===== src/rtl/apb_uart_pkg.sv =====
// rtl/apb_uart_pkg.sv - register map, bit indices and shared UART state type
// Shared by the APB UART top and its FIFO sub-module.
package apb_uart_pkg;

  localparam logic [4:0] ADDR_STATUS  = 5'h00;
  localparam logic [4:0] ADDR_TXDATA  = 5'h04;
  localparam logic [4:0] ADDR_RXDATA  = 5'h08;
  localparam logic [4:0] ADDR_BAUDDIV = 5'h0C;
  localparam logic [4:0] ADDR_CTRL    = 5'h10;

  localparam int ST_TX_EMPTY   = 0;
  localparam int ST_TX_FULL    = 1;
  localparam int ST_RX_EMPTY   = 2;
  localparam int ST_RX_FULL    = 3;
  localparam int ST_TX_BUSY    = 4;
  localparam int ST_RX_OVERRUN = 5;
  localparam int ST_FRAME_ERR  = 6;
  localparam int ST_TX_DROP    = 7;

  localparam int CTRL_TX_EN = 0;
  localparam int CTRL_RX_EN = 1;
  localparam int CTRL_IE_RX = 2;
  localparam int CTRL_IE_TX = 3;

  localparam logic [3:0] CTRL_RESET = 4'h3;

  typedef enum logic [1:0] {IDLE, START, DATA, STOP} uart_state_e;

endpackage


===== src/rtl/uart_sync_fifo.sv =====
// rtl/uart_sync_fifo.sv - count-based synchronous FIFO, head visible on rdata_o
// Push is ignored when full and pop when empty; both may happen in one cycle.
module uart_sync_fifo #(
  parameter int DEPTH = 8,
  parameter int WIDTH = 8
) (
  input  logic                     clk_i,
  input  logic                     rst_i,
  input  logic                     push_i,
  input  logic [WIDTH-1:0]         wdata_i,
  input  logic                     pop_i,
  output logic [WIDTH-1:0]         rdata_o,
  output logic                     full_o,
  output logic                     empty_o,
  output logic [$clog2(DEPTH):0]   count_o
);

  localparam int AW = $clog2(DEPTH);

  logic [WIDTH-1:0] mem_q [DEPTH];
  logic [AW-1:0]    wptr_q, rptr_q;
  logic [AW:0]      count_q;
  logic             push_ok, pop_ok;

  assign full_o  = (count_q == (AW+1)'(DEPTH));
  assign empty_o = (count_q == '0);
  assign count_o = count_q;
  assign rdata_o = mem_q[rptr_q];
  assign push_ok = push_i & ~full_o;
  assign pop_ok  = pop_i & ~empty_o;

  always_ff @(posedge clk_i or posedge rst_i) begin
    if (rst_i) begin
      wptr_q  <= '0;
      rptr_q  <= '0;
      count_q <= '0;
    end else begin
      if (push_ok) wptr_q <= wptr_q + AW'(1);
      if (pop_ok)  rptr_q <= rptr_q + AW'(1);
      count_q <= count_q + (AW+1)'(push_ok) - (AW+1)'(pop_ok);
    end
  end

  always_ff @(posedge clk_i) begin
    if (push_ok) mem_q[wptr_q] <= wdata_i;
  end

endmodule


===== src/rtl/apb_uart_fifo.sv =====
// rtl/apb_uart_fifo.sv - APB3 UART with TX/RX FIFOs, baud divisor, sticky flags, irq
// Tick generator and both serial FSMs live here; 16 ticks per bit.
module apb_uart_fifo
  import apb_uart_pkg::*;
#(
  parameter int DEPTH     = 8,
  parameter int DIV_RESET = 651,
  parameter int DIV_W     = 16
) (
  input  logic        PCLK,
  input  logic        PRESET,
  input  logic [4:0]  PADDR,
  input  logic [31:0] PWDATA,
  input  logic        PWRITE,
  input  logic        PENABLE,
  input  logic        PSEL,
  output logic [31:0] PRDATA,
  output logic        PREADY,
  output logic        tx,
  input  logic        rx,
  output logic        irq
);

  localparam int CW = $clog2(DEPTH) + 1;

  logic             access, wr, rd;
  logic [4:0]       reg_addr;
  logic             wr_status, wr_tx, wr_baud, wr_ctrl, rd_rx;
  logic [DIV_W-1:0] baud_q, baud_d, div_cnt_q, div_cnt_d, div_max;
  logic             tick;
  logic [3:0]       ctrl_q, ctrl_d;
  logic             ovr_q, ovr_d, ferr_q, ferr_d, drop_q, drop_d, irq_q, irq_d;
  logic             tx_full, tx_empty, tx_pop, rx_full, rx_empty, rx_ok, rx_bad;
  logic [7:0]       tx_head, rx_head;
  logic [CW-1:0]    tx_count, rx_count;
  logic [31:0]      rdata;

  uart_state_e tx_state_q, tx_state_d, rx_state_q, rx_state_d;
  logic [3:0]  tx_tcnt_q, tx_tcnt_d, rx_tcnt_q, rx_tcnt_d;
  logic [2:0]  tx_bit_q, tx_bit_d, rx_bit_q, rx_bit_d;
  logic [7:0]  tx_shift_q, tx_shift_d, rx_shift_q, rx_shift_d;
  logic        tx_q, tx_d, rx_s1_q, rx_s2_q;

  assign access    = PSEL & PENABLE;
  assign wr        = access & PWRITE;
  assign rd        = access & ~PWRITE;
  assign reg_addr  = {PADDR[4:2], 2'b00};
  assign wr_status = wr && (reg_addr == ADDR_STATUS);
  assign wr_tx     = wr && (reg_addr == ADDR_TXDATA);
  assign wr_baud   = wr && (reg_addr == ADDR_BAUDDIV);
  assign wr_ctrl   = wr && (reg_addr == ADDR_CTRL);
  assign rd_rx     = rd && (reg_addr == ADDR_RXDATA);
  assign PREADY    = access;

  logic unused_bits;
  assign unused_bits = ^{PADDR[1:0], PWDATA[31:DIV_W], tx_count, rx_count};

  // A divisor of 0 behaves as 1: a tick every cycle.
  assign div_max   = (baud_q == '0) ? '0 : baud_q - DIV_W'(1);
  assign tick      = (div_cnt_q == div_max);
  assign div_cnt_d = (wr_baud || tick) ? '0 : div_cnt_q + DIV_W'(1);
  assign baud_d    = wr_baud ? PWDATA[DIV_W-1:0] : baud_q;
  assign ctrl_d    = wr_ctrl ? PWDATA[3:0] : ctrl_q;

  // Setting events win over a W1C in the same cycle so no event is lost.
  assign ovr_d  = (rx_ok & rx_full) | (ovr_q & ~(wr_status & PWDATA[ST_RX_OVERRUN]));
  assign ferr_d = rx_bad | (ferr_q & ~(wr_status & PWDATA[ST_FRAME_ERR]));
  assign drop_d = (wr_tx & tx_full) | (drop_q & ~(wr_status & PWDATA[ST_TX_DROP]));
  assign irq_d  = (ctrl_q[CTRL_IE_RX] & ~rx_empty) | (ctrl_q[CTRL_IE_TX] & tx_empty);

  uart_sync_fifo #(.DEPTH(DEPTH), .WIDTH(8)) u_tx_fifo (
    .clk_i(PCLK), .rst_i(PRESET), .push_i(wr_tx), .wdata_i(PWDATA[7:0]), .pop_i(tx_pop),
    .rdata_o(tx_head), .full_o(tx_full), .empty_o(tx_empty), .count_o(tx_count)
  );

  uart_sync_fifo #(.DEPTH(DEPTH), .WIDTH(8)) u_rx_fifo (
    .clk_i(PCLK), .rst_i(PRESET), .push_i(rx_ok), .wdata_i(rx_shift_q), .pop_i(rd_rx),
    .rdata_o(rx_head), .full_o(rx_full), .empty_o(rx_empty), .count_o(rx_count)
  );

  always_comb begin
    tx_state_d = tx_state_q;
    tx_tcnt_d  = tx_tcnt_q;
    tx_bit_d   = tx_bit_q;
    tx_shift_d = tx_shift_q;
    tx_pop     = 1'b0;
    case (tx_state_q)
      IDLE: if (ctrl_q[CTRL_TX_EN] && !tx_empty) begin
        tx_pop     = 1'b1;
        tx_shift_d = tx_head;
        tx_tcnt_d  = '0;
        tx_state_d = START;
      end
      START: if (tick) begin
        tx_tcnt_d = tx_tcnt_q + 4'd1;
        if (tx_tcnt_q == 4'd15) begin
          tx_bit_d   = '0;
          tx_state_d = DATA;
        end
      end
      DATA: if (tick) begin
        tx_tcnt_d = tx_tcnt_q + 4'd1;
        if (tx_tcnt_q == 4'd15) begin
          tx_shift_d = {1'b0, tx_shift_q[7:1]};
          tx_bit_d   = tx_bit_q + 3'd1;
          if (tx_bit_q == 3'd7) tx_state_d = STOP;
        end
      end
      STOP: if (tick) begin
        tx_tcnt_d = tx_tcnt_q + 4'd1;
        if (tx_tcnt_q == 4'd15) tx_state_d = IDLE;
      end
      default: tx_state_d = IDLE;
    endcase
    // The pin is registered from the next state so it is glitch-free.
    tx_d = (tx_state_d == START) ? 1'b0 : (tx_state_d == DATA) ? tx_shift_d[0] : 1'b1;
  end

  always_comb begin
    rx_state_d = rx_state_q;
    rx_tcnt_d  = rx_tcnt_q;
    rx_bit_d   = rx_bit_q;
    rx_shift_d = rx_shift_q;
    rx_ok      = 1'b0;
    rx_bad     = 1'b0;
    case (rx_state_q)
      IDLE: if (ctrl_q[CTRL_RX_EN] && !rx_s2_q) begin
        rx_tcnt_d  = '0;
        rx_state_d = START;
      end
      START: if (tick) begin
        rx_tcnt_d = rx_tcnt_q + 4'd1;
        // Mid-start check; restarting the count here centres later samples on tick 15.
        if (rx_tcnt_q == 4'd7) begin
          rx_tcnt_d  = '0;
          rx_bit_d   = '0;
          rx_state_d = rx_s2_q ? IDLE : DATA;
        end
      end
      DATA: if (tick) begin
        rx_tcnt_d = rx_tcnt_q + 4'd1;
        if (rx_tcnt_q == 4'd15) begin
          rx_shift_d = {rx_s2_q, rx_shift_q[7:1]};
          rx_bit_d   = rx_bit_q + 3'd1;
          if (rx_bit_q == 3'd7) rx_state_d = STOP;
        end
      end
      STOP: if (tick) begin
        rx_tcnt_d = rx_tcnt_q + 4'd1;
        if (rx_tcnt_q == 4'd15) begin
          rx_ok      = rx_s2_q;
          rx_bad     = ~rx_s2_q;
          rx_state_d = IDLE;
        end
      end
      default: rx_state_d = IDLE;
    endcase
  end

  always_comb begin
    rdata = '0;
    case (reg_addr)
      ADDR_STATUS: begin
        rdata[ST_TX_EMPTY]   = tx_empty;
        rdata[ST_TX_FULL]    = tx_full;
        rdata[ST_RX_EMPTY]   = rx_empty;
        rdata[ST_RX_FULL]    = rx_full;
        rdata[ST_TX_BUSY]    = (tx_state_q != IDLE);
        rdata[ST_RX_OVERRUN] = ovr_q;
        rdata[ST_FRAME_ERR]  = ferr_q;
        rdata[ST_TX_DROP]    = drop_q;
      end
      ADDR_RXDATA:  rdata[7:0]       = rx_empty ? 8'h00 : rx_head;
      ADDR_BAUDDIV: rdata[DIV_W-1:0] = baud_q;
      ADDR_CTRL:    rdata[3:0]       = ctrl_q;
      default:      rdata            = '0;
    endcase
  end

  assign PRDATA = rd ? rdata : 32'h0;
  assign tx     = tx_q;
  assign irq    = irq_q;

  always_ff @(posedge PCLK or posedge PRESET) begin
    if (PRESET) begin
      baud_q     <= DIV_W'(DIV_RESET);
      div_cnt_q  <= '0;
      ctrl_q     <= CTRL_RESET;
      ovr_q      <= 1'b0;
      ferr_q     <= 1'b0;
      drop_q     <= 1'b0;
      irq_q      <= 1'b0;
      tx_state_q <= IDLE;
      tx_tcnt_q  <= '0;
      tx_bit_q   <= '0;
      tx_shift_q <= '0;
      tx_q       <= 1'b1;
      rx_s1_q    <= 1'b1;
      rx_s2_q    <= 1'b1;
      rx_state_q <= IDLE;
      rx_tcnt_q  <= '0;
      rx_bit_q   <= '0;
      rx_shift_q <= '0;
    end else begin
      baud_q     <= baud_d;
      div_cnt_q  <= div_cnt_d;
      ctrl_q     <= ctrl_d;
      ovr_q      <= ovr_d;
      ferr_q     <= ferr_d;
      drop_q     <= drop_d;
      irq_q      <= irq_d;
      tx_state_q <= tx_state_d;
      tx_tcnt_q  <= tx_tcnt_d;
      tx_bit_q   <= tx_bit_d;
      tx_shift_q <= tx_shift_d;
      tx_q       <= tx_d;
      rx_s1_q    <= rx;
      rx_s2_q    <= rx_s1_q;
      rx_state_q <= rx_state_d;
      rx_tcnt_q  <= rx_tcnt_d;
      rx_bit_q   <= rx_bit_d;
      rx_shift_q <= rx_shift_d;
    end
  end

endmodule


===== config.mk =====
export PLATFORM = sky130hd
export DESIGN_NAME = apb_uart_fifo
export DESIGN_NICKNAME = d
export VERILOG_FILES = /design/src/rtl/apb_uart_pkg.sv /design/src/rtl/uart_sync_fifo.sv /design/src/rtl/apb_uart_fifo.sv
export SDC_FILE = /design/constraint.sdc
export NUM_CORES = 1
export LEC_CHECK = 0
export CORE_MARGIN = 8
export CORE_UTILIZATION = 40
export CTS_BUF_LIST = sky130_fd_sc_hd__clkbuf_16
export CTS_CLUSTER_SIZE = 30
export DETAILED_ROUTE_END_ITERATION = 10
export PLACE_DENSITY = 0.64
export SLEW_MARGIN = 20
export SYNTH_ARGS = -nofsm -noshare
export SYNTH_HDL_FRONTEND = slang
export SYNTH_SLANG_ARGS = --single-unit

===== constraint.sdc =====
create_clock -name PCLK -period 11.85 [get_ports PCLK]
set_clock_uncertainty 0.05 [all_clocks]
set_input_delay 1.185 -clock PCLK [delete_from_list [all_inputs] [get_ports PCLK]]
set_output_delay 1.185 -clock PCLK [all_outputs]
set_load 0.02 [all_outputs]

==> results of run 1 <==
[layout make-up]
class | instances | area [um2]
clock buffers | 25 | 626
clock inverters | 21 | 123
fillers | 2406 | 14500
inverters | 31 | 119
multi-input cells | 554 | 4300
flip-flops and latches | 225 | 6280
well taps | 341 | 427
repair buffers | 55 | 520
[synth_stat cells (8+ instances only)]
cell / number / share of area [%]
a21oi_1: 17 / 0.78
and2_1: 12 / 0.69
and3_1: 8 / 0.46
buf_4: 16 / 1.1
clkbuf_1: 29 / 1.0
dfrtp_1: 87 / 20
dfstp_2: 10 / 2.4
edfxtp_1: 128 / 35
ha_1: 24 / 2.7
inv_1: 30 / 1.0
mux2_2: 35 / 3.6
mux2i_1: 15 / 1.4
mux4_2: 32 / 6.6
nand2_1: 56 / 1.9
nand2b_1: 8 / 0.46
nand3_1: 30 / 1.4
nand4_1: 10 / 0.57
nor2_1: 67 / 2.3
nor2b_1: 13 / 0.74
nor3_1: 22 / 1.0
nor4_1: 16 / 0.92
o21ai_0: 20 / 0.92
o2bb2ai_1: 8 / 0.64
or3_1: 8 / 0.46
or4_1: 9 / 0.62
xnor2_1: 23 / 1.8
xor2_1: 16 / 1.3
[per-stage QoR]
| step | cells | setup slack [ns] | cell area [um2] | power (mW) |
|---|---|---|---|---|
| 5_1_grt | 1252 | 6.59 | 12400 | 2.25 |
| 4_1_cts | 1252 | 7.00 | 12400 | 2.16 |
| 2_1_floorplan | 870 | 7.46 | 11000 | 1.35 |
| 3_5_place_dp | 1206 | 7.00 | 11600 | 1.45 |
| 6_report | 1252 | 6.88 | 12400 | 2.14 |
| 3_3_place_gp | 1206 | 6.97 | 11600 | 1.44 |
[worst max-delay path: cells and delay by family (launching register included)]
family	cells	cell delay, ns
DFF	1	0.52
muxes	1	0.25
and+or+nand+nor	6	3.31
AOI/OAI and AO/OA	1	0.25
buffers and inverters	1	0.29
[worst paths after layout]
check	startpoint	to	slack [ns]	depth (start not counted)
worst max-delay path	baud_q[12]	u_rx_fifo.mem_q[1][7]	6.88	9
worst min-delay path	rx_s1_q	rx_s2_q	0.31	0
worst max register to register	baud_q[12]	u_rx_fifo.mem_q[1][7]	6.88	9
worst min register to register	rx_s1_q	rx_s2_q	0.31	0
min in group asynchronous	PRESET	rx_shift_q[0]	1.04	2
max in group asynchronous	PRESET	u_tx_fifo.rptr_q[0]	9.56	3
[state kept, by name (all words and copies together), names as in the netlist, 4 cells and up, named ones only]
signal and count:
u_rx_fifo.mem_q 64, u_tx_fifo.mem_q 64, baud_q 16, div_cnt_q 16
rx_shift_q 8, tx_shift_q 8, ctrl_q 4, rx_tcnt_q 4
tx_tcnt_q 4, u_rx_fifo.count_o 4, u_tx_fifo.count_o 4
[cells in the final DEF (no fill, tap or decap), drive strengths merged, types with 5 or more instances in the layout]
cell,netlist,final
buf,29,12
o31ai,7,7
xnor2,23,23
nand2b,8,8
or3,10,10
mux2i,15,15
dfrtp,87,87
clkdlybuf4s50,0,43
o21ai,20,20
a221o,6,6
o2bb2ai,8,8
or2,5,5
xor2,16,16
nand3,30,30
nand2,56,56
dfstp,10,10
nor3,22,22
clkbuf,31,25
nor2b,13,13
nor4,19,19
or4,10,10
a21oi,17,17
clkinv,1,9
and2,13,13
edfxtp,128,128
and3,8,8
inv,30,41
mux4,32,32
mux2,35,35
a31oi,5,5
nor2,67,67
ha,24,24
conb,1,16
a22oi,5,5
nand4,10,10
[routing by layer]
metal  up-vias  global-route usage, %  wire length (um)
li1       3238                      -                 -
met1      3362                   18.7             10300
met2       147                   24.2             11600
met3        30                   2.03              1060
met4         0                   3.38               467
met5         -                      0                 0
[cell families after synthesis]
logic type	synth area share, %
and+or+nand+nor	13.5
DFF	57.4
AOI/OAI and AO/OA	7.15
buffers and inverters	4.03
muxes	11.6
xor gates and xnor gates	3.12
adders and majority gates	3.11
other	0.0343
[power groups by stage]
stage	registers (mW)	clock network (mW)	logic [mW]
6_report	1.02	0.702	0.420
5_1_grt	1.03	0.751	0.470
4_1_cts	1.02	0.718	0.424
3_5_place_dp	1.03	0	0.422
3_3_place_gp	1.03	0	0.415
2_1_floorplan	0.959	0	0.389
==> impl_results.md, run 1 <==
* Outcome: finished, final reports clean
* #FFs+latches synth at 225
* Die Height at 181 um
* Power Internal at 1.52 mW
* Clock Latency Late Sink at 0.52 ns
* Synthesis Warnings at 0
* Max Clock Freq at 201 MHz
* Sw Ratio at 28.9%
* Setup TNS at 0 ns
* Tightest Pin Transition at 0.976 ns
* CTS Buf Count at 25
* Unique masters post-synth at 73
* Switching power at 0.618 mW
* Total grt overflow at 0
* Clock network power share at 32.8%
* Final setup viols at 0
* Fin util at 46.1%
* Asr flop ratio synth at 43.1%
* CTS resizes at 0
* Final #Nets at 961
* Final hold vios at 0
* Clock Tree Buf Depth at 3
* Hold_ws at 0.306 ns
* Post-synth EDFFs at 128
* Crit share post-route at 42.0%
* Critical path capture point type: flip-flop
* Comb pwr share at 19.6%
* Vias in the first global route at 6680
* Clk slew on worst S/H paths at 0.05 ns
* WP data arrival at 5.15 ns
* CP startpoint kind: flip-flop
* Max_cap viols at 0
* Pin count of the biggest net entering global routing at 53
* Final antenna-violating net count at 0
* Core Box Area at 0.0269 mm2
* Clk root buf: clkbuf_16
* Ports at 78
* CP peak stage delay at 0.87 ns
* Crit path cell chain: nor4_1 > nand4_1 > mux2i_1 > a221oi_2 > nand4b_1 > nor2_1 > nand4_1 > nor4_1 > buf_4
* Worst hold path type: flip-flop to flip-flop
* Port Buffers at 43
* DR iter-0 viols at 568
* Worst Path Required at 12.02 ns
* Unrepaired setup endpoints after global routing: no
* GRT Total Usage at 14.1%
* Flop pwr share at 47.5%
* CTS tree: built
* Starting Density at 40.7%
* 1st-pass router iterations at 5
* Synth Flop Type: edfxtp_1
* DR DRC count at 0
* Share of post-route cells with drive strength above 1 at 15.8%
* Initial antenna violation count at 0
* Sequential area share after synthesis at 57.4%
* Via count at 6777
* P per Cell Area at 172 mW/mm2
* # Post-CTS Setup Buffers at 0
* Leak at 4.45 nW
* Dpl hpwl at 15900 um
* Global-route wire length before repair at 37400 um
* Antenna fix cells at 0
* Std-Cell Rows at 60
* GP Congestion at 0.842
* Vias/cell at 5.41
* Slowest-stage cell, CP: nor4_1
* Synth Instances at 855
* CP Max Fanout at 13
* CTS Hold Buffers Added at 0
* Die area at 0.0329 mm2
* Slew margin rel. at 34.7%
* Area growth from synthesis to layout at 13.3%
* H-tree depth at 1
* Final WL at 23400 um
* IR Drop Worst-Case VDD at 132 uV
* Average cell area after synthesis at 12.8 um2
* Final count of pins violating max slew at 0
* Chip width at 181 um
* Synth Cell Area at 0.0109 mm2
* Period minus WS final at 4.97 ns
* Per-cell routed wire length at 18.7 um
* Worst Path Class, Setup: flip-flop to flip-flop
* CTS Sinks at 225
(Power assumes the default switching activity.)
==> run 2, diff against run 1 <==
clock period = 4.7 ns   (was 11.85 ns; I/O delays follow)
==> run 2 against run 1 <==
  * Cell area rose by 0.93%
  * Combinational power rose by 150%
  * Fmax rose by 21%
  * Die area did not move
  * Via count rose by 0.40%
  * Sequential power rose to 2.5 times the previous value
  * Critical path depth rose by 2
  * First-iteration DRC count fell by 18%
  * Count of clock-buffer cells in the layout rose by 1
  * Clock power rose to 2.8 times the previous value
  * Sequential cell count did not move
  * Critical path type unchanged
  * Largest power group unchanged
==> impl_results.md, run 2 (synthesis gave the netlist of run 1 again) <==
* Max Clock Freq at 244 MHz (was 201 MHz)
* Reg2reg end: u_rx_fifo.mem_q[1][7] (unchanged)
* Final #Nets at 968 (was 961)
* Most common cell after layout, fill and taps aside: edfxtp_1 (unchanged)
* Most frequent cells in the layout: edfxtp_1, dfrtp_1, nor2_1 (unchanged)
* Global-route wire length before repair at 37500 um (was 37400 um)
* Vias in the first global route at 6763 (was 6680)
* Max_cap viols at 0 (unchanged)
* Ports at 78 (unchanged)
* 1st-pass router iterations at 5 (unchanged)
* Final antenna-violating net count at 0 (unchanged)
* P per Cell Area at 446 mW/mm2 (was 172 mW/mm2)
* Crit share post-route at 87.2% (was 42.0%)
* # Post-CTS Setup Buffers at 0 (unchanged)
* Tot Pwr at 5.58 mW (was 2.14 mW)
* GRT Total Usage at 14.1% (about the same)
* CP peak stage delay at 0.58 ns (was 0.87 ns)
* Final count of pins violating max slew at 0 (unchanged)
* Clock Tree Buf Depth at 3 (unchanged)
* Final WL at 23400 um (about the same)
* CP Max Fanout at 8 (was 13)
* Crit path cell chain: inv_1 > ha_1 > or3b_2 > or3_1 > o211ai_1 > nand4_1 > nand4b_1 > nor2_1 > nand4_1 > nor4_1 > buf_4 (was nor4_1 > nand4_1 > mux2i_1 > a221oi_2 > nand4b_1 > nor2_1 > nand4_1 > nor4_1 > buf_4)
* Slew margin rel. at 40.7% (was 34.7%)
* End of the worst hold path: rx_s2_q (unchanged)
* Critical path depth at 11 (was 9)
* Antenna fix cells at 0 (unchanged)
* Pin count of the biggest net entering global routing at 68 (was 53)
* Critical path capture point type: flip-flop (unchanged)
* R2r startpoint: baud_q[0] (was baud_q[12])
* DR iter-0 viols at 468 (was 568)
* Final setup viols at 0 (unchanged)
* Outcome: finished, final reports clean (unchanged)
* Chip width at 181 um (unchanged)
* Port Buffers at 43 (unchanged)
* HP Start: rx_s1_q (unchanged)
* Period minus WS final at 4.10 ns (was 4.97 ns)
* Std-Cell Rows at 60 (unchanged)
* Per-cell routed wire length at 18.6 um (was 18.7 um)
* CP startpoint kind: flip-flop (unchanged)
* Slowest-stage cell, CP: or3b_2 (was nor4_1)
* Placed inst area at 0.0117 mm2 (was 0.0116 mm2)
* Clk slew on worst S/H paths at 0.06 ns (was 0.05 ns)
* Core Box Area at 0.0269 mm2 (unchanged)
* Leak at 4.51 nW (was 4.45 nW)
* Worst path bufs/invs at 2 (was 1)
* WP data arrival at 4.28 ns (was 5.15 ns)
* Die area at 0.0329 mm2 (unchanged)
* Unrepaired setup endpoints after global routing: no (unchanged)
* Clock Latency Late Sink at 0.53 ns (was 0.52 ns)
* Via count at 6804 (was 6777)
* Initial antenna violation count at 0 (unchanged)
* CP top delay family: simple AND/OR/NAND/NOR gates (unchanged)
* DR DRC count at 0 (unchanged)
* CTS resizes at 0 (unchanged)
* Reg2reg setup slack at 0.60 ns (was 6.88 ns)
* Starting Density at 40.7% (unchanged)
* Vias/cell at 5.40 (was 5.41)
* Setup TNS at 0 ns (unchanged)
* GP Congestion at 0.820 (was 0.842)
* Share of post-route cells with drive strength above 1 at 16.2% (was 15.8%)
* Final cell count without fillers at 1260 (was 1252)
* CP dominant cell by count: nand4_1
* Worst Reg2Reg Path Length in Cells at 11 (was 9)
* Total grt overflow at 0 (unchanged)
* CTS Buf Count at 26 (was 25)
* Clk root buf: clkbuf_16 (unchanged)
* Tightest Pin Transition at 0.886 ns (was 0.976 ns)
* CTS tree: built (unchanged)
* Biggest registers after layout: u_rx_fifo.mem_q (64), u_tx_fifo.mem_q (64) (unchanged)
* Die Height at 181 um (unchanged)
* Fin util at 46.5% (was 46.1%)
* Worst Path Class, Setup: flip-flop to flip-flop (unchanged)
* CTS Hold Buffers Added at 0 (unchanged)
* Worst hold path type: flip-flop to flip-flop (unchanged)
* CTS Sinks at 225 (unchanged)
* Worst Path Required at 4.88 ns (was 12.02 ns)
* Final hold vios at 0 (unchanged)
* Placed Cells at 1212 (was 1206)
* Fin area at 0.0125 mm2 (was 0.0124 mm2)
* Worst hold stages at 0 (unchanged)
* IR Drop Worst-Case VDD at 336 uV (was 132 uV)
* Dpl hpwl at 16400 um (was 15900 um)
* H-tree depth at 1 (unchanged)
* Area growth from synthesis to layout at 14.4% (was 13.3%)
-- run 2: cell types whose count changed in the layout (fill, tap and decap cells not counted) --
cell        delta
buf_4          +6
bufinv_16      +2
clkbuf_16      +1
clkinv_1       -1
clkinv_2       -1
clkinv_8       +1
clkinvlp_4     +2
inv_6          -2
nor3_1         +4
nor3_2         -4
-- run 2: layer usage --
layer | track usage (%) | wire, um | up-vias | share of wire (%)
met1 | 18.5 | 10600 | 3378 | 45
met3 | 2.11 | 906 | 25 | 3.9
met5 | 0 | 0 | - | 0
met4 | 3.44 | 474 | 0 | 2.0
li1 | - | - | 3261 | -
met2 | 24.2 | 11400 | 140 | 49
-- run 2: metrics by stage --
stage,hold WS (ns),worst slack (ns)
floorplan,0.295,0.313
global placement,0.300,0.694
detailed placement,0.297,0.639
CTS,0.291,0.630
global route,0.299,0.259
finish,0.304,0.601
-- run 2: cell type report --
class / instances / area [um2]
fillers: 2394 / 14400
flip-flops and latches: 225 / 6280
multi-input cells: 554 / 4280
clock buffers: 26 / 651
repair buffers: 61 / 566
well taps: 341 / 427
clock inverters: 22 / 188
inverters: 31 / 119
-- run 2: worst max path at each step --
stage / startpoint / endpoint
detailed placement: baud_q[0] / u_rx_fifo.mem_q[0][5]
CTS: baud_q[0] / u_rx_fifo.mem_q[0][3]
global route: baud_q[0] / u_rx_fifo.mem_q[1][0]
floorplan: baud_q[0] / u_rx_fifo.mem_q[1][0]
finish: baud_q[0] / u_rx_fifo.mem_q[1][7]
global placement: baud_q[0] / div_cnt_q[7]
-- run 2: worst reg2reg max path, delay by kind of cell (launching register included) --
kind | cells | cell delay (ns)
buffers and inverters | 2 | 0.36
AOI/OAI and AO/OA | 1 | 0.25
adders and majority gates | 1 | 0.20
DFF | 1 | 0.40
and+or+nand+nor | 7 | 2.53
-- run 2: power by group --
group | leakage [nW] | internal [mW] | total [mW] | switching, mW
sequential | 2.25 | 2.26 | 2.59 | 0.326
combinational | 1.83 | 0.551 | 1.04 | 0.488
clock | 0.432 | 1.17 | 1.95 | 0.779
total | 4.51 | 3.98 | 5.58 | 1.59
==> run 3, diff against run 2 <==
RECOVER_POWER = 25   (was default)
clock period = 3.8 ns   (was 4.7 ns; I/O delays follow)
==> run 3 against run 2 <==
  * Die area did not move
  * Non-clock buffer count rose by 32
  * Via count rose by 3.2%
  * Critical endpoint is now rx_shift_q[6]
  * Utilization rose by 1.5 points
  * Sequential share of layout area fell by 1.6 points
  * Setup slack got worse by 0.42 ns
  * Sequential power rose by 19%
  * Global-route usage rose by 0.49 points
  * Critical path depth rose by 1
  * Combinational power rose by 46%
  * Final cell count rose by 2.2%
==> impl_results.md, run 3 (synthesis gave the netlist of run 1 again) <==
* 1st-pass router iterations at 6 (was 5)
* Outcome: finished, final reports clean (unchanged)
* Final #Nets at 998 (was 968)
* Vias in the first global route at 6859 (was 6763)
* Std-Cell Rows at 60 (unchanged)
* Worst setup margin at 0.184 ns (was 0.601 ns)
* Area growth from synthesis to layout at 18.1% (was 14.4%)
* Tightest Pin Transition at 0.824 ns (was 0.886 ns)
* Critical path capture point type: flip-flop (unchanged)
* Flop pwr share at 44.1% (was 46.5%)
* Pin count of the biggest net entering global routing at 57 (was 68)
* Place WS at 0.127 ns (was 0.639 ns)
* Final count of pins violating max slew at 0 (unchanged)
* Die Height at 181 um (unchanged)
* Antenna fix cells at 0 (unchanged)
* Total grt overflow at 0 (unchanged)
* CP startpoint kind: flip-flop (unchanged)
* Clock Tree Buf Depth at 3 (unchanged)
* Tot Pwr at 7.00 mW (was 5.58 mW)
* Die area at 0.0329 mm2 (unchanged)
* Max Clock Freq at 277 MHz (was 244 MHz)
* IR Drop Worst-Case VDD at 373 uV (was 336 uV)
* DR iter-0 viols at 371 (was 468)
* Final hold vios at 0 (unchanged)
* Initial antenna violation count at 0 (unchanged)
* Max_cap viols at 0 (unchanged)
* GRT Total Usage at 14.6% (was 14.1%)
* Global-route wire length before repair at 38300 um (was 37500 um)
* Clock Latency Late Sink at 0.51 ns (was 0.53 ns)
* Unrepaired setup endpoints after global routing: no (unchanged)
* Clock network power share at 34.2% (was 34.9%)
* CP Max Fanout at 8 (unchanged)
* Power Internal at 5.01 mW (was 3.98 mW)
* Port Buffers at 43 (unchanged)
* Worst Reg2Reg Path Length in Cells at 12 (was 11)
* Starting Density at 40.7% (unchanged)
* Slew margin rel. at 45.1% (was 40.7%)
* Per-cell routed wire length at 18.8 um (was 18.6 um)
* WP data arrival at 3.96 ns (was 4.28 ns)
* GP Congestion at 0.894 (was 0.820)
* Crit share post-route at 95.2% (was 87.2%)
* CTS tree: built (unchanged)
* # Post-CTS Setup Buffers at 0 (unchanged)
* Most common cell after layout, fill and taps aside: edfxtp_1 (unchanged)
* Most frequent cells in the layout: edfxtp_1, dfrtp_1, nor2_1 (unchanged)
* Via count at 7019 (was 6804)
* Worst Path Class, Setup: flip-flop to flip-flop (unchanged)
* Period minus WS final at 3.62 ns (was 4.10 ns)
* Vias/cell at 5.45 (was 5.40)
* CTS Buf Count at 24 (was 26)
* Crit path cell chain: inv_2 > ha_4 > or3b_4 > or3_1 > o211ai_1 > nand4_1 > nand4b_1 > nor4_2 > buf_4 > and3_1 > buf_12 > mux2_2 (was inv_1 > ha_1 > or3b_2 > or3_1 > o211ai_1 > nand4_1 > nand4b_1 > nor2_1 > nand4_1 > nor4_1 > buf_4)
* Share of post-route cells with drive strength above 1 at 21.4% (was 16.2%)
* Clk slew on worst S/H paths at 0.07 ns (was 0.06 ns)
* Leak at 4.72 nW (was 4.51 nW)
* Final setup viols at 0 (unchanged)
* Biggest registers after layout: u_rx_fifo.mem_q (64), u_tx_fifo.mem_q (64) (unchanged)
* Final WL at 24200 um (was 23400 um)
* Chip width at 181 um (unchanged)
* Sw Ratio at 28.5% (was 28.6%)
* Fillers at 2362 (was 2394)
* Worst Path Required at 4.14 ns (was 4.88 ns)
* Clk root buf: clkbuf_16 (unchanged)
* Worst hold path type: input pin to async pin (was flip-flop to flip-flop)
* Fin util at 48.1% (was 46.5%)
* CTS Sinks at 225 (unchanged)
* Slowest-stage cell, CP: or3b_4 (was or3b_2)
* Dpl hpwl at 17100 um (was 16400 um)
* Final antenna-violating net count at 0 (unchanged)
* Ports at 78 (unchanged)
* CP peak stage delay at 0.44 ns (was 0.58 ns)
* Core Box Area at 0.0269 mm2 (unchanged)
* H-tree depth at 1 (unchanged)
* Switching power at 1.99 mW (was 1.59 mW)
* DR DRC count at 0 (unchanged)
* P per Cell Area at 542 mW/mm2 (was 446 mW/mm2)
* Comb pwr share at 21.7% (was 18.6%)
-- run 3: changes by cell type in the layout (fill, tap and decap cells not counted), moves of 4 or more --
cell,before,now
nor4_1,16,12
nor3_1,21,16
nor4_4,2,6
inv_1,38,30
nor3_4,0,5
dlygate4sd3_1,0,8
buf_4,18,48
clkdlybuf4s50_1,43,35
clkinv_2,2,6
-- run 3: per-stage QoR --
step           cells  area, um2  hold WS (ns)  setup TNS (ns)
2_1_floorplan    870      11200         0.295           -6.80
3_3_place_gp    1244      12100         0.298               0
3_5_place_dp    1244      12100         0.297               0
4_1_cts         1288      12900         0.210               0
5_1_grt         1288      12900         0.313               0
6_report        1288      12900         0.305               0
-- run 3: timing repair --
action,CTS,global route
gates resized for setup,0,4
setup endpoints to repair,0,63
hold buffers,0,0
-- run 3: cell type report --
type                       instances  area [um2]  share of cell area [%]
clock buffer                      25         626                    4.84
clock inverter                    19         194                    1.50
inverter                          31         119                   0.920
multi-input combinational        554        4440                    34.4
sequential                       225        6280                    48.6
tap                              341         427                    3.30
timing repair buffer              93         831                    6.43
-- run 3: path summary, 6_finish.rpt --
kind	start	end	slack (ns)
max in group asynchronous	PRESET	baud_q[9]	2.53
min in group PCLK	rx_s1_q	rx_s2_q	0.31
max	baud_q[0]	rx_shift_q[6]	0.18
min reg2reg	rx_s1_q	rx_s2_q	0.31
min	PRESET	rx_shift_q[3]	0.31
max reg2reg	baud_q[0]	rx_shift_q[6]	0.18
-- run 3: critical path, delay by kind of cell (launching register included) --
family	cells	cell delay [ns]
AOI/OAI and AO/OA	1	0.27
adders and majority gates	1	0.14
buffers and inverters	3	0.45
DFF	1	0.41
muxes	1	0.33
and+or+nand+nor	6	1.85
-- run 3: power groups by stage --
stage / Clock, mW / Combinational (mW) / Sequential (mW)
3_3_place_gp: 0 / 1.50 / 3.13
6_report: 2.40 / 1.52 / 3.09
3_5_place_dp: 0 / 1.53 / 3.13
2_1_floorplan: 0 / 1.25 / 2.99
5_1_grt: 2.55 / 1.69 / 3.12
4_1_cts: 2.45 / 1.53 / 3.09
-- run 3: metal layers --
layer / up-vias / part of all wire [%] / GRT usage (%)
met5: - / 0 / 0
met4: 0 / 2.6 / 4.30
met3: 46 / 3.8 / 2.27
met2: 136 / 49 / 24.5
met1: 3510 / 45 / 19.3
li1: 3327 / - / -
